## src/rtl/decimal_entry_pkg.sv

```systemverilog
// Shared types and constants for the decimal entry path: FSM states, BCD digit type and
// the reverse double-dabble correction constants.
package decimal_entry_pkg;

  typedef enum logic [1:0] {
    StIdle,
    StShift,
    StDone
  } state_e;

  typedef logic [3:0] bcd_digit_t;

  localparam bcd_digit_t  BCD_MAX_DIGIT    = 4'd9;
  localparam int unsigned SHIFT_COUNT      = 8;
  localparam bcd_digit_t  DABBLE_THRESHOLD = 4'd8;
  localparam bcd_digit_t  DABBLE_CORR      = 4'd3;

  function automatic bcd_digit_t bcd_inc(input bcd_digit_t d);
    return (d == BCD_MAX_DIGIT) ? 4'd0 : d + 4'd1;
  endfunction

  // Undo the +3 that forward double-dabble would have applied to this nibble.
  function automatic bcd_digit_t dabble(input bcd_digit_t d);
    return (d >= DABBLE_THRESHOLD) ? d - DABBLE_CORR : d;
  endfunction

endpackage

```

## src/rtl/btn_edge_sync.sv

```systemverilog
// Asynchronous button synchronizer followed by a rising-edge detector that yields a
// single-cycle pulse per press, however long the button is held.
module btn_edge_sync #(
  parameter int unsigned SYNC_STAGES = 2  // must be at least 2
) (
  input  logic clk,
  input  logic rst,
  input  logic btn,
  output logic pulse
);

  logic [SYNC_STAGES-1:0] sync_q;
  logic                   prev_q;

  always_ff @(posedge clk) begin
    if (rst) begin
      sync_q <= '0;
      prev_q <= 1'b0;
    end else begin
      sync_q <= {sync_q[SYNC_STAGES-2:0], btn};
      prev_q <= sync_q[SYNC_STAGES-1];
    end
  end

  assign pulse = sync_q[SYNC_STAGES-1] & ~prev_q;

endmodule

```

## src/rtl/decimal_entry_loader.sv

```systemverilog
// Two-digit BCD entry stepped by push-buttons, converted to saturated binary by a
// sequential reverse double-dabble and handed out with a one-cycle valid pulse.
module decimal_entry_loader
  import decimal_entry_pkg::*;
#(
  parameter int unsigned N           = 6,
  parameter int unsigned SYNC_STAGES = 2
) (
  input  logic         clk,
  input  logic         rst,
  input  logic         btn_unit,
  input  logic         btn_ten,
  input  logic         btn_load,
  output logic [7:0]   bcd_out,
  output logic [N-1:0] data_out,
  output logic         load_valid,
  output logic         overflow,
  output logic         busy
);

  localparam logic [31:0] MaxValue  = 32'((64'd1 << N) - 64'd1);
  localparam logic [3:0]  LastShift = 4'(SHIFT_COUNT - 1);

  logic unit_pulse, ten_pulse, load_pulse;

  btn_edge_sync #(.SYNC_STAGES(SYNC_STAGES)) u_sync_unit (
    .clk  (clk),
    .rst  (rst),
    .btn  (btn_unit),
    .pulse(unit_pulse)
  );

  btn_edge_sync #(.SYNC_STAGES(SYNC_STAGES)) u_sync_ten (
    .clk  (clk),
    .rst  (rst),
    .btn  (btn_ten),
    .pulse(ten_pulse)
  );

  btn_edge_sync #(.SYNC_STAGES(SYNC_STAGES)) u_sync_load (
    .clk  (clk),
    .rst  (rst),
    .btn  (btn_load),
    .pulse(load_pulse)
  );

  state_e       state_q, state_d;
  bcd_digit_t   tens_q, tens_d;
  bcd_digit_t   units_q, units_d;
  logic [7:0]   bcd_work_q, bcd_work_d;
  logic [7:0]   bin_work_q, bin_work_d;
  logic [3:0]   cnt_q, cnt_d;
  logic [N-1:0] data_q, data_d;
  logic         ovf_q, ovf_d;
  logic         valid_q, valid_d;
  logic [15:0]  shifted;

  always_ff @(posedge clk) begin
    if (rst) begin
      state_q    <= StIdle;
      tens_q     <= '0;
      units_q    <= '0;
      bcd_work_q <= '0;
      bin_work_q <= '0;
      cnt_q      <= '0;
      data_q     <= '0;
      ovf_q      <= 1'b0;
      valid_q    <= 1'b0;
    end else begin
      state_q    <= state_d;
      tens_q     <= tens_d;
      units_q    <= units_d;
      bcd_work_q <= bcd_work_d;
      bin_work_q <= bin_work_d;
      cnt_q      <= cnt_d;
      data_q     <= data_d;
      ovf_q      <= ovf_d;
      valid_q    <= valid_d;
    end
  end

  always_comb begin
    state_d    = state_q;
    tens_d     = tens_q;
    units_d    = units_q;
    bcd_work_d = bcd_work_q;
    bin_work_d = bin_work_q;
    cnt_d      = cnt_q;
    data_d     = data_q;
    ovf_d      = ovf_q;
    valid_d    = 1'b0;
    shifted    = {bcd_work_q, bin_work_q} >> 1;

    unique case (state_q)
      StIdle: begin
        // A load in the same cycle as a digit press captures the pre-increment entry.
        if (load_pulse) begin
          bcd_work_d = {tens_q, units_q};
          bin_work_d = '0;
          cnt_d      = '0;
          state_d    = StShift;
        end else begin
          if (unit_pulse) units_d = bcd_inc(units_q);
          if (ten_pulse)  tens_d  = bcd_inc(tens_q);
        end
      end
      StShift: begin
        bin_work_d = shifted[7:0];
        bcd_work_d = {dabble(shifted[15:12]), dabble(shifted[11:8])};
        cnt_d      = cnt_q + 4'd1;
        if (cnt_q == LastShift) state_d = StDone;
      end
      StDone: begin
        if (32'(bin_work_q) > MaxValue) begin
          data_d = '1;
          ovf_d  = 1'b1;
        end else begin
          data_d = N'(bin_work_q);
          ovf_d  = 1'b0;
        end
        valid_d = 1'b1;
        state_d = StIdle;
      end
      default: state_d = StIdle;
    endcase
  end

  assign bcd_out    = {tens_q, units_q};
  assign data_out   = data_q;
  assign load_valid = valid_q;
  assign overflow   = ovf_q;
  assign busy       = (state_q != StIdle);

endmodule

```

## config.mk

```make
export PLATFORM = sky130hd
export DESIGN_NAME = decimal_entry_loader
export DESIGN_NICKNAME = d
export VERILOG_FILES = /design/src/rtl/decimal_entry_pkg.sv /design/src/rtl/btn_edge_sync.sv /design/src/rtl/decimal_entry_loader.sv
export SDC_FILE = /design/constraint.sdc
export NUM_CORES = 1
export LEC_CHECK = 0
export BUFFER_PORTS_ARGS = -buffer_cell sky130_fd_sc_hd__buf_4
export CORE_ASPECT_RATIO = 0.8
export CORE_UTILIZATION = 45
export DETAILED_ROUTE_END_ITERATION = 12
export SYNTH_ARGS = -nofsm -noshare
export SYNTH_HDL_FRONTEND = slang
export SYNTH_SLANG_ARGS = --single-unit
```

## constraint.sdc

```tcl
create_clock -name clk -period 3.6 [get_ports clk]
set_clock_uncertainty 0.2 [all_clocks]
set_input_delay 0.36 -clock clk [delete_from_list [all_inputs] [get_ports clk]]
set_output_delay 0.36 -clock clk [all_outputs]
set_load 0.01 [all_outputs]
```

After elaboration in Yosys (flattened, before gate mapping)
Cells that the tools add are included.

Bits in registers: 47. Bits of input ports: 5. Output and inout port bits: 17. Logic and storage cells: 60.

$add $sub $neg: 5. Order comparisons: 3. Equality and inequality tests: 7. Multiplexer cells: 16. Bitwise gates (word level): 7. Reductions and logical operators: 7.

Operators by type and width (count): 8-bit case mux with 2 select lines (2); 4-bit two-way mux (5); 8-bit two-way mux (2); 4-bit by 1-bit adder with 4-bit output, second input constant (3); 4-bit equality test, second input constant (2); 8-bit by 6-bit > comparator with 1-bit output, second input constant (1); 4-bit case mux with 2 select lines (1); 6-bit two-way mux (1); 3-bit AND reduction (2); 4-bit by 3-bit equality test with 1-bit output, second input constant (1); 3-bit by 4-bit >= comparator with 1-bit output, second input constant (1); 4-bit >= comparator, second input constant (1); 2-bit two-way mux (2); 2-bit inequality test, second input constant (2); 1-bit NOT (4); 2-bit case mux with 2 select lines (1); 2-bit AND reduction (2); 2-bit nonzero test (2); 3-bit by 2-bit subtractor with 4-bit output, second input constant (1); 4-bit by 2-bit subtractor with 4-bit output, second input constant (1); 1-bit AND (3); 2-bit by 1-bit equality test with 1-bit output, second input constant (1); 2-bit equality test, second input constant (1); 2-bit zero test (1); 1-bit two-way mux (2).

Depth between registers and ports, before layout
Gate-level depths: netlist of run 1.

Word-level depth: 4. Gate-level depth with buffers: 6. Mapped depth without buffers: 6.

Cells and area by module
Synthesis of run 1 repeated with hierarchy kept, for this count alone.

Cell total of the unflattened synthesis: 206. Area, all modules: 1894.3 sq um.

By module, submodules not included: decimal_entry_loader (times used 1, cells each 185, area an instance 1631.6 sq um, sequential area each 760.7 sq um); btn_edge_sync (times used 3, cells each 7, area an instance 87.6 sq um, sequential area each 60.1 sq um).

Worst setup path before layout of run 1
OpenSTA, ideal clock, no wires.

Path type: reg2reg. Start point: register u_sync_load.prev_q. End point: register bcd_work_q[0]. Library setup time: 128 ps. Data arrival time: 1207 ps. Data required time: 3272 ps. Setup slack: 2065 ps. Stages on the path, launching flop included: 7. Path buffers: 2. Clock period less this slack: 1535 ps. Cells stage by stage: dfxtp_1 > nand2b_1 > buf_6 > a21o_1 > buf_6 > a222oi_1 > nor2_1.

Word-level cells in the longest chain between the ends: 4.

Ends and longest elaborated chain: start: declaration (RTL line btn_edge_sync.sv:13) `logic prev_q;`; start signal: assignment (RTL line btn_edge_sync.sv:21) `prev_q <= sync_q[SYNC_STAGES-1];`; 1-bit NOT (RTL line btn_edge_sync.sv:25) `assign pulse = sync_q[SYNC_STAGES-1] & ~prev_q;`; 1-bit AND (RTL line btn_edge_sync.sv:25); 2-bit inequality test (no line); 2-bit AND reduction (no line); end signal: assignment (RTL line decimal_entry_loader.sv:73) `bcd_work_q <= bcd_work_d;`; end: declaration (RTL line decimal_entry_loader.sv:50) `logic [7:0] bcd_work_q, bcd_work_d;`.

No other way between the ends. A chain may end at the register's enable or synchronous reset.

Worst setup path in the final report of run 1
Start point: register state_q[1]. End point: output busy.

Word-level cells in the longest chain between the ends: 1.

Ends and longest elaborated chain: start: declaration (RTL line decimal_entry_loader.sv:47) `state_e state_q, state_d;`; start signal: assignment (RTL line decimal_entry_loader.sv:60) `state_q <= StIdle;`; start signal: assignment (RTL line decimal_entry_loader.sv:70) `state_q <= state_d;`; 2-bit nonzero test (RTL line decimal_entry_loader.sv:132) `assign busy = (state_q != StIdle);`; end: declaration (RTL line decimal_entry_loader.sv:18) `output logic busy`.

No other way between the ends.

==> flow_metrics.py, run 1 <==
metrics = {
    "critical_path": {
        "startpoint_type": "flip-flop",
        "slowest_delay_ns": 0.45,
        "critPathLaunch": "state_q[1]",
        "critPathCapture": "busy",
        "crit_fanout": 11,
        "cp_num_cells": 3,
        "reg2reg_to": "bin_work_q[2]",
        "path_delay_family": "simple AND/OR/NAND/NOR gates",
        "worst_setup_path_end_kind": "output port",
        "critPathArrivalTime_ns": 1.39,
        "cpMaxStageDelayCell": "nor2_1",
        "reg2regPathDepth": 4,
        "crit_buf_inv": 2,
        "reg2reg_slack_ns": 1.78,
        "crit-reg2reg-launch": "u_sync_load.prev_q",
        "crit_chain": "nor2_1, inv_1, buf_4",
        "worstPathRequired_ns": 3.04,
        "worstSetupPathType": "reg -> out",
    },
    "clock_network": {
        "cts_sinks": 47,
        "cts_tree": "built",
        "htreeDepth": 2,
        "clock_latency_ns": 0.30,
        "clkTransAtPathRegs_ns": 0.08,
        "post_cts_buffers": 0,
        "ctsHoldBuffers": 0,
        "cts.repair.resized": 0,
        "clockBufferDepth": 2,
        "clock-root-buffer": "clkbuf_8",
        "numCtsBuffers": 5,
    },
    "placed_design": {
        "dp_hpwl_um": 2430,
        "dp_cells": 257,
        "gp_congestion": 0.736,
        "port_buffers": 21,
    },
    "power": {
        "ir_worst_vdd_mv": 0.262,
        "p_leak_nw": 0.870,
        "powerDensity_mw_per_mm2": 432,
    },
    "timing": {
        "fmax_ghz": 0.512,
        "timing.setup.tns_ns": 0,
        "rsz0062_at_grt": "false",
        "drv_slew": 0,
        "setup_violations": 0,
        "final.min_clock_period_ns": 1.95,
        "fin_crit_sh": 0.543,
        "hold_viol_final": 0,
        "tightest_slew_ns": 0.620,
        "slew_headroom": 0.585,
    },
    "floorplan": {
        "core_area_mm2": 0.00385,
        "die_y_um": 59.3,
        "die_w_um": 73.6,
        "ios": 22,
        "initial_core_util": 0.479,
        "rows": 20,
        "die-area_mm2": 0.00437,
    },
    "finish": {
        "stdcell_count": 265,
        "drive_gt1_frac": 0.181,
        "nFillCells": 362,
        "fin_util": 0.552,
        "diodes": 0,
        "fin_nets": 217,
        "area_growth_pct": 15.1,
    },
    "run": {
        "maxCapViolCount": 0,
    },
    "synth": {
        "ys.flop_type": "dfxtp_1",
        "seq_area_frac_synth": 0.509,
        "netlist_area_mm2": 0.00185,
        "yosys.area.top_type": "dfxtp_1",
        "ys_ff_latch": 47,
        "synth.distinct_cells": 38,
        "synth_top_area_share": 0.509,
        "syn_nets": 197,
        "async_reset_ff_frac": 0,
        "synthTopCellsByArea": "dfxtp_1, nor2_1, nor2b_1",
        "synth_cells": 189,
        "avgSynthCellArea_um2": 9.77,
        "yosysWarnings": 0,
        "synth_edf_count": 0,
    },
    "global_routing": {
        "grt_use_met1": 0.246,
        "grt_antenna_before_repair": 0,
        "grt_pass1_vias": 1286,
        "overflow": 0,
        "grt-busiest-layer": "met2",
        "grt_max_degree": 41,
        "gr-usage-met3": 0.0714,
        "grt_util_met2": 0.269,
        "grt_pass1_wl_um": 5910,
        "grtUsageTotal": 0.184,
    },
    "worst_hold_path": {
        "hp-class": "in -> reg",
    },
    "detailed_routing": {
        "drtAntennaViolNets": 0,
        "via_per_inst": 5.19,
        "vias": 1375,
        "wirelength_um": 3580,
        "drtPass1Iterations": 4,
        "routedWlPerCell_um": 13.5,
        "drt_iter0_markers": 73,
        "drc": 0,
    },
    "run_status": {
        "status": "finished, final reports clean",
    },
}
## Yosys cell counts, drive strengths merged (2+ instances only)
library cell  instances
nand2b                2
and2b                 2
a2bb2oi               3
ha                    3
a22o                  9
a211oi                3
mux2i                 5
o21ai                 4
nand2                 7
inv                   5
a31oi                 5
nor2b                13
xor2                  5
dfxtp                47
and2                  3
o22ai                 6
nand4b                2
a21o                  2
nand4                 3
a22oi                 2
nor3                  4
buf                   4
clkbuf                4
nor2                 28
and3b                 4
nand3b                2
a21oi                 4
and3                  2
## worst min-delay path by stage
stage	startpoint	to	slack, ns	cells after the start
floorplan	u_sync_load.sync_q[0]	u_sync_load.sync_q[1]	0.21	1
global placement	u_sync_unit.sync_q[0]	u_sync_unit.sync_q[1]	0.22	1
detailed placement	u_sync_load.sync_q[0]	u_sync_load.sync_q[1]	0.22	1
CTS	btn_ten	u_sync_ten.sync_q[0]	0.06	2
finish	btn_ten	u_sync_ten.sync_q[0]	0.07	2
global route	btn_ten	u_sync_ten.sync_q[0]	0.06	2
## flip-flops by register name (all words and copies together) (netlist names)
signal	cells
bcd_work_q	8
bin_work_q	8
cnt_q	4
data_out	6
load_valid	1
overflow	1
state_q	2
tens_q	4
u_sync_load.prev_q	1
u_sync_load.sync_q	2
u_sync_ten.prev_q	1
u_sync_ten.sync_q	2
u_sync_unit.prev_q	1
u_sync_unit.sync_q	2
units_q	4
## kinds of logic (layout without fill, tap and decap cells)
family / Yosys count / after routing / share of synthesized area
AND/OR/NAND/NOR: 74 / 74 / 0.218
XOR/XNOR: 6 / 6 / 0.0285
AO/OA/AOI/OAI: 40 / 40 / 0.154
buffers and inverters: 13 / 34 / 0.0359
adder cells (fa/ha/maj): 3 / 3 / 0.0203
flip-flops: 47 / 47 / 0.509
multiplexers: 6 / 6 / 0.0332
## report_power, final
group | internal, mW | switching, mW
sequential | 0.528 | 0.00724
combinational | 0.0171 | 0.0281
clock | 0.175 | 0.162
## metal layers
layer  wire (um)  vias up  part of all wire
li1            -      701                 -
met1        1850      644              0.52
met2        1560       28              0.44
met3         152        2             0.042
met4          19        0            0.0053
met5           0        -                 0
## cell type report
type / instances / area, um^2 / share of cell area
Sequential cell: 47 / 941 / 0.443
Multi-Input combinational cell: 129 / 840 / 0.395
Timing Repair Buffer: 21 / 158 / 0.0742
Clock buffer: 8 / 100 / 0.0471
Tap cell: 55 / 68.8 / 0.0324
Inverter: 5 / 18.8 / 0.00883
## stage by stage
step / hold slack [ns] / cell area [um^2] / power (mW) / worst slack (ns)
6_report: 0.0700 / 2130 / 0.917 / 1.65
5_1_grt: 0.0582 / 2130 / 0.963 / 1.52
4_1_cts: 0.0617 / 2130 / 0.929 / 1.64
3_5_place_dp: 0.220 / 2030 / 0.593 / 1.77
3_3_place_gp: 0.217 / 2030 / 0.591 / 1.87
2_1_floorplan: 0.214 / 1850 / 0.579 / 2.06
## placed cells by master (no fill, tap or decap), drive strengths merged, types with 3 or more instances in the layout
cell type and count:
dfxtp 47, nor2 28, buf 21, nor2b 13, a22o 9, clkbuf 8, nand2 7, o22ai 6
mux2i 5, a31oi 5, xor2 5, inv 5, a21oi 4, nor3 4, o21ai 4, and3b 4
nand4 3, a211oi 3, and2 3, a2bb2oi 3, ha 3
Note: power is estimated with default switching activity, not from simulation.
==> run 2: changes to the inputs <==
--- a/config.mk
+++ b/config.mk
@@ -9,6 +9,7 @@
 export CORE_ASPECT_RATIO = 0.8
 export CORE_UTILIZATION = 45
 export DETAILED_ROUTE_END_ITERATION = 12
+export PLACE_DENSITY = 0.67
 export SYNTH_ARGS = -nofsm -noshare
 export SYNTH_HDL_FRONTEND = slang
 export SYNTH_SLANG_ARGS = --single-unit
==> constraint.sdc (replaced) <==
create_clock -name clk -period 1.7 [get_ports clk]
set_clock_uncertainty 0.2 [all_clocks]
set_input_delay 0.17 -clock clk [delete_from_list [all_inputs] [get_ports clk]]
set_output_delay 0.17 -clock clk [all_outputs]
set_load 0.01 [all_outputs]
==> flow_metrics.py, run 2 (synthesis gave the netlist of run 1 again) <==
metrics = {
    "detailed_routing": {
        "m1WireLength_um": 1880,
        "via_per_inst": 5.17,
        "drc": 0,
        "wirelength_um": 3680,
        "wl_met2_um": 1680,
        "wl_met3_um": 90,
        "drtPass1Iterations": 5,
        "vias": 1417,
        "top_layer_used": "met4",
        "drt_iter0_markers": 104,
        "routedWlPerCell_um": 13.4,
        "drtAntennaViolNets": 0,
    },
    "critical_path": {
        "worstSetupPathType": "reg -> out",
        "reg2regPathDepth": 4,
        "worstPathRequired_ns": 1.33,
        "reg2reg_to": "bcd_work_q[0]",
        "cp_common_cell": "buf_4",
        "critPathArrivalTime_ns": 1.24,
        "cpMaxStageDelayCell": "dfxtp_1",
        "reg2reg_slack_ns": 0.12,
        "worst_setup_path_end_kind": "output port",
        "crit_fanout": 8,
        "crit-reg2reg-launch": "u_sync_load.prev_q",
        "crit_chain": "nor2_2, buf_4, inv_1, buf_4",
        "slowest_delay_ns": 0.40,
        "critPathLaunch": "state_q[1]",
        "startpoint_type": "flip-flop",
        "critPathCapture": "busy",
    },
    "finish": {
        "multi_input_area_um2": 860,
        "fin_util": 0.573,
        "drive_gt1_frac": 0.233,
        "fin_nets": 226,
        "diodes": 0,
        "design_area_mm2": 0.00221,
        "mostFrequentLayoutCells": "dfxtp_1, buf_4, nor2_1, nor2b_1, a22o_1",
        "nFillCells": 353,
        "final_common_cell": "dfxtp_1",
        "area_growth_pct": 19.5,
        "register_area_um2": 946,
    },
    "power": {
        "power.total_mw": 1.87,
        "p_leak_nw": 0.912,
        "powerDensity_mw_per_mm2": 849,
        "ir_worst_vdd_mv": 0.831,
    },
    "clock_network": {
        "cts_tree": "built",
        "post_cts_buffers": 0,
        "clock_latency_ns": 0.28,
        "cts_sinks": 47,
        "clockBufferDepth": 2,
        "clkTransAtPathRegs_ns": 0.08,
        "numCtsBuffers": 5,
        "htreeDepth": 2,
        "clock-root-buffer": "clkbuf_8",
    },
    "timing": {
        "setup_violations": 0,
        "rsz0062_at_grt": "true",
        "slew_headroom": 0.710,
        "tightest_slew_ns": 0.435,
        "hold_viol_final": 0,
        "final.min_clock_period_ns": 1.61,
        "fin_crit_sh": 0.950,
        "drv_slew": 0,
        "fmax_ghz": 0.619,
    },
    "placed_design": {
        "dpl_cell_area_mm2": 0.00207,
        "dp_hpwl_um": 2570,
        "gp_congestion": 0.837,
        "port_buffers": 21,
    },
    "global_routing": {
        "grt_pass1_wl_um": 6110,
        "grt_max_degree": 41,
        "grt_pass1_vias": 1310,
        "grt_antenna_before_repair": 0,
        "grtUsageTotal": 0.186,
        "overflow": 0,
    },
    "run_status": {
        "status": "finished, final reports clean",
    },
    "floorplan": {
        "die_y_um": 59.3,
        "die_w_um": 73.6,
        "die-area_mm2": 0.00437,
        "rows": 20,
        "ios": 22,
        "core_area_mm2": 0.00385,
        "initial_core_util": 0.479,
    },
    "run": {
        "maxCapViolCount": 0,
    },
    "worst_hold_path": {
        "hp-class": "in -> reg",
    },
}
[run 2: cell count changes in the layout (fill, tap and decap cells not counted), sizes merged]
cell | previous run | this run
clkinv | 0 | 1
dlygate4sd3 | 0 | 3
clkbuf | 8 | 7
buf | 21 | 27
[run 2: report_power, final]
group / leakage (nW) / total [mW] / internal, mW / switching, mW
Sequential: 0.382 / 1.13 / 1.12 / 0.0157
Combinational: 0.488 / 0.114 / 0.0490 / 0.0653
Clock: 0.0422 / 0.626 / 0.289 / 0.338
[run 2: worst max-delay path: cells and delay by family (launching register included)]
family        cells  cell delay [ns]
flops             1             0.40
buf+inv           3             0.33
simple gates      1             0.23
[run 2: worst min-delay path by stage]
| stage | start | end | slack, ns | depth (start not counted) |
|---|---|---|---|---|
| finish | rst | data_out[5] | 0.11 | 2 |
| global route | rst | data_out[0] | 0.11 | 2 |
| CTS | rst | data_out[0] | 0.09 | 2 |
| detailed placement | btn_ten | u_sync_ten.sync_q[0] | 0.19 | 2 |
| global placement | btn_unit | u_sync_unit.sync_q[0] | 0.18 | 2 |
| floorplan | btn_load | u_sync_load.sync_q[0] | 0.1 | 1 |
[run 2: area by class of cell]
type | instances | share of cell area
Timing Repair Buffer | 30 | 0.105
Clock buffer | 7 | 0.0346
Multi-Input combinational cell | 129 | 0.389
Tap cell | 55 | 0.0312
Clock inverter | 1 | 0.00227
Inverter | 5 | 0.00850
Sequential cell | 47 | 0.429
[run 2: stage by stage]
step	TNS, ns	cells	hold slack, ns	worst slack [ns]
after floorplan	0	189	0.0982	0.165
after global placement	0	263	0.181	0.0512
after detailed placement	0	263	0.188	0.00832
after CTS	-0.0215	274	0.0926	-0.0215
after global routing	-0.00667	274	0.106	-0.00667
final	0	274	0.105	0.0853
[run 2: routing by layer]
metal	vias up	GRT usage
met5	-	0
met4	0	0.0412
met3	4	0.0459
met2	15	0.288
met1	678	0.262
li1	720	-
[run 2: timing repair]
action	in CTS	in global routing
gates resized for setup	2	7
pin swaps	0	2
hold buffers	3	0
endpoints found under the hold margin	3	0
setup endpoints to repair	2	14
==> run 3: changes to the inputs <==
--- a/config.mk
+++ b/config.mk
@@ -6,7 +6,7 @@
 export NUM_CORES = 1
 export LEC_CHECK = 0
 export BUFFER_PORTS_ARGS = -buffer_cell sky130_fd_sc_hd__buf_4
-export CORE_ASPECT_RATIO = 0.8
+export CORE_ASPECT_RATIO = 2
 export CORE_UTILIZATION = 45
 export DETAILED_ROUTE_END_ITERATION = 12
 export PLACE_DENSITY = 0.67
==> flow_metrics.py, run 3 (synthesis gave the netlist of run 1 again) <==
metrics = {
    "run": {
        "maxCapViolCount": 0,
    },
    "placed_design": {
        "dp_hpwl_um": 2800,
        "dp_cells": 260,
        "port_buffers": 21,
        "gp_congestion": 0.843,
        "dp_slack_ns": 0.0461,
    },
    "finish": {
        "register_area_um2": 945,
        "drive_gt1_frac": 0.232,
        "final_common_cell": "dfxtp_1",
        "fin_util": 0.571,
        "area_growth_pct": 20.0,
        "diodes": 0,
        "nFillCells": 362,
        "mostFrequentLayoutCells": "dfxtp_1, buf_4, nor2_1, nor2b_1, a22o_1",
        "fin_nets": 227,
        "stdcell_count": 271,
        "multi_input_area_um2": 845,
    },
    "critical_path": {
        "worst_setup_path_end_kind": "flip-flop",
        "crit_fanout": 4,
        "crit-reg2reg-launch": "bcd_work_q[2]",
        "worstSetupPathType": "reg -> reg",
        "reg2regPathDepth": 6,
        "reg2reg_slack_ns": 0.06,
        "critPathArrivalTime_ns": 1.60,
        "critPathCapture": "bcd_work_q[1]",
        "critPathLaunch": "bcd_work_q[2]",
        "startpoint_type": "flip-flop",
        "worstPathRequired_ns": 1.67,
        "reg2reg_to": "bcd_work_q[1]",
    },
    "global_routing": {
        "grtUsageTotal": 0.194,
        "grt_antenna_before_repair": 0,
        "grt_pass1_vias": 1414,
        "grt_pass1_wl_um": 6170,
        "grt_max_degree": 41,
        "overflow": 0,
    },
    "detailed_routing": {
        "via_per_inst": 5.46,
        "wirelength_um": 3810,
        "drtPass1Iterations": 4,
        "routedWlPerCell_um": 14.1,
        "drc": 0,
        "drt_iter0_markers": 41,
        "vias": 1479,
        "drtAntennaViolNets": 0,
    },
    "clock_network": {
        "cts_tree": "built",
        "cts_sinks": 47,
        "post_cts_buffers": 0,
        "clockBufferDepth": 2,
        "htreeDepth": 2,
        "clock-root-buffer": "clkbuf_8",
        "numCtsBuffers": 5,
        "clock_latency_ns": 0.29,
        "clkTransAtPathRegs_ns": 0.08,
    },
    "floorplan": {
        "core_area_mm2": 0.00388,
        "ios": 22,
        "die_w_um": 47.3,
        "rows": 32,
        "die_y_um": 92.6,
        "initial_core_util": 0.476,
        "die-area_mm2": 0.00438,
    },
    "timing": {
        "tightest_slew_ns": 0.512,
        "setup_violations": 0,
        "timing.setup.tns_ns": 0,
        "rsz0062_at_grt": "false",
        "final.min_clock_period_ns": 1.64,
        "drv_slew": 0,
        "worst_slack_ns": 0.0641,
        "hold_viol_final": 0,
        "fmax_ghz": 0.611,
        "slew_headroom": 0.656,
        "fin_crit_sh": 0.962,
    },
    "run_status": {
        "status": "finished, final reports clean",
    },
    "power": {
        "p_leak_nw": 0.916,
        "ir_worst_vdd_mv": 0.669,
        "powerDensity_mw_per_mm2": 892,
        "power.total_mw": 1.98,
    },
    "worst_hold_path": {
        "hp-class": "in -> reg",
        "min_from": "rst",
    },
}
## run 3: area by class of cell
cell class                      count  share of cell area
Clock buffer                        7              0.0435
Clock inverter                      1             0.00339
Inverter                            5             0.00847
Multi-Input combinational cell    129               0.381
Sequential cell                    47               0.426
Tap cell                           51              0.0288
Timing Repair Buffer               31               0.108
## run 3: stage by stage
step                area (um^2)  hold slack [ns]
detailed placement         2070            0.190
floorplan                  1850           0.0982
CTS                        2210           0.0828
global route               2220           0.0882
finish                     2220           0.0840
global placement           2070            0.187
## run 3: layer usage
| metal | vias to the layer above | global-route usage | routed length (um) |
|---|---|---|---|
| met1 | 705 | 0.205 | 1450 |
| met5 | - | 0 | 0 |
| met4 | 0 | 0.0976 | 134 |
| li1 | 721 | - | - |
| met3 | 14 | 0.0526 | 129 |
| met2 | 39 | 0.328 | 2100 |
## run 3: where the power goes
| part | leakage [nW] | switching [mW] | internal [mW] |
|---|---|---|---|
| clock network | 0.0505 | 0.357 | 0.370 |
| logic | 0.483 | 0.0644 | 0.0508 |
| registers | 0.382 | 0.0166 | 1.12 |
| total | 0.916 | 0.438 | 1.54 |
## run 3: worst min path at each step
stage,to,slack [ns],depth (start not counted)
final,bcd_work_q[0],0.08,2
after global routing,bcd_work_q[0],0.09,2
after CTS,data_out[4],0.08,2
after detailed placement,u_sync_ten.sync_q[0],0.19,2
after global placement,u_sync_load.sync_q[0],0.19,2
after floorplan,u_sync_load.sync_q[0],0.1,1
## run 3: what timing repair did
item,4_1_cts,5_1_grt
endpoints found under the hold margin,3,0
hold buffers,3,0
endpoints found under the setup margin,0,14
resized for setup,0,6
## run 3: worst max-delay path, cell delays in order, from the launching register on
cell      delay [ns]
dfxtp_1         0.39
inv_1           0.07
ha_1            0.27
nand2_1         0.06
o21ai_0         0.08
a221oi_1        0.33
a211oi_1        0.09
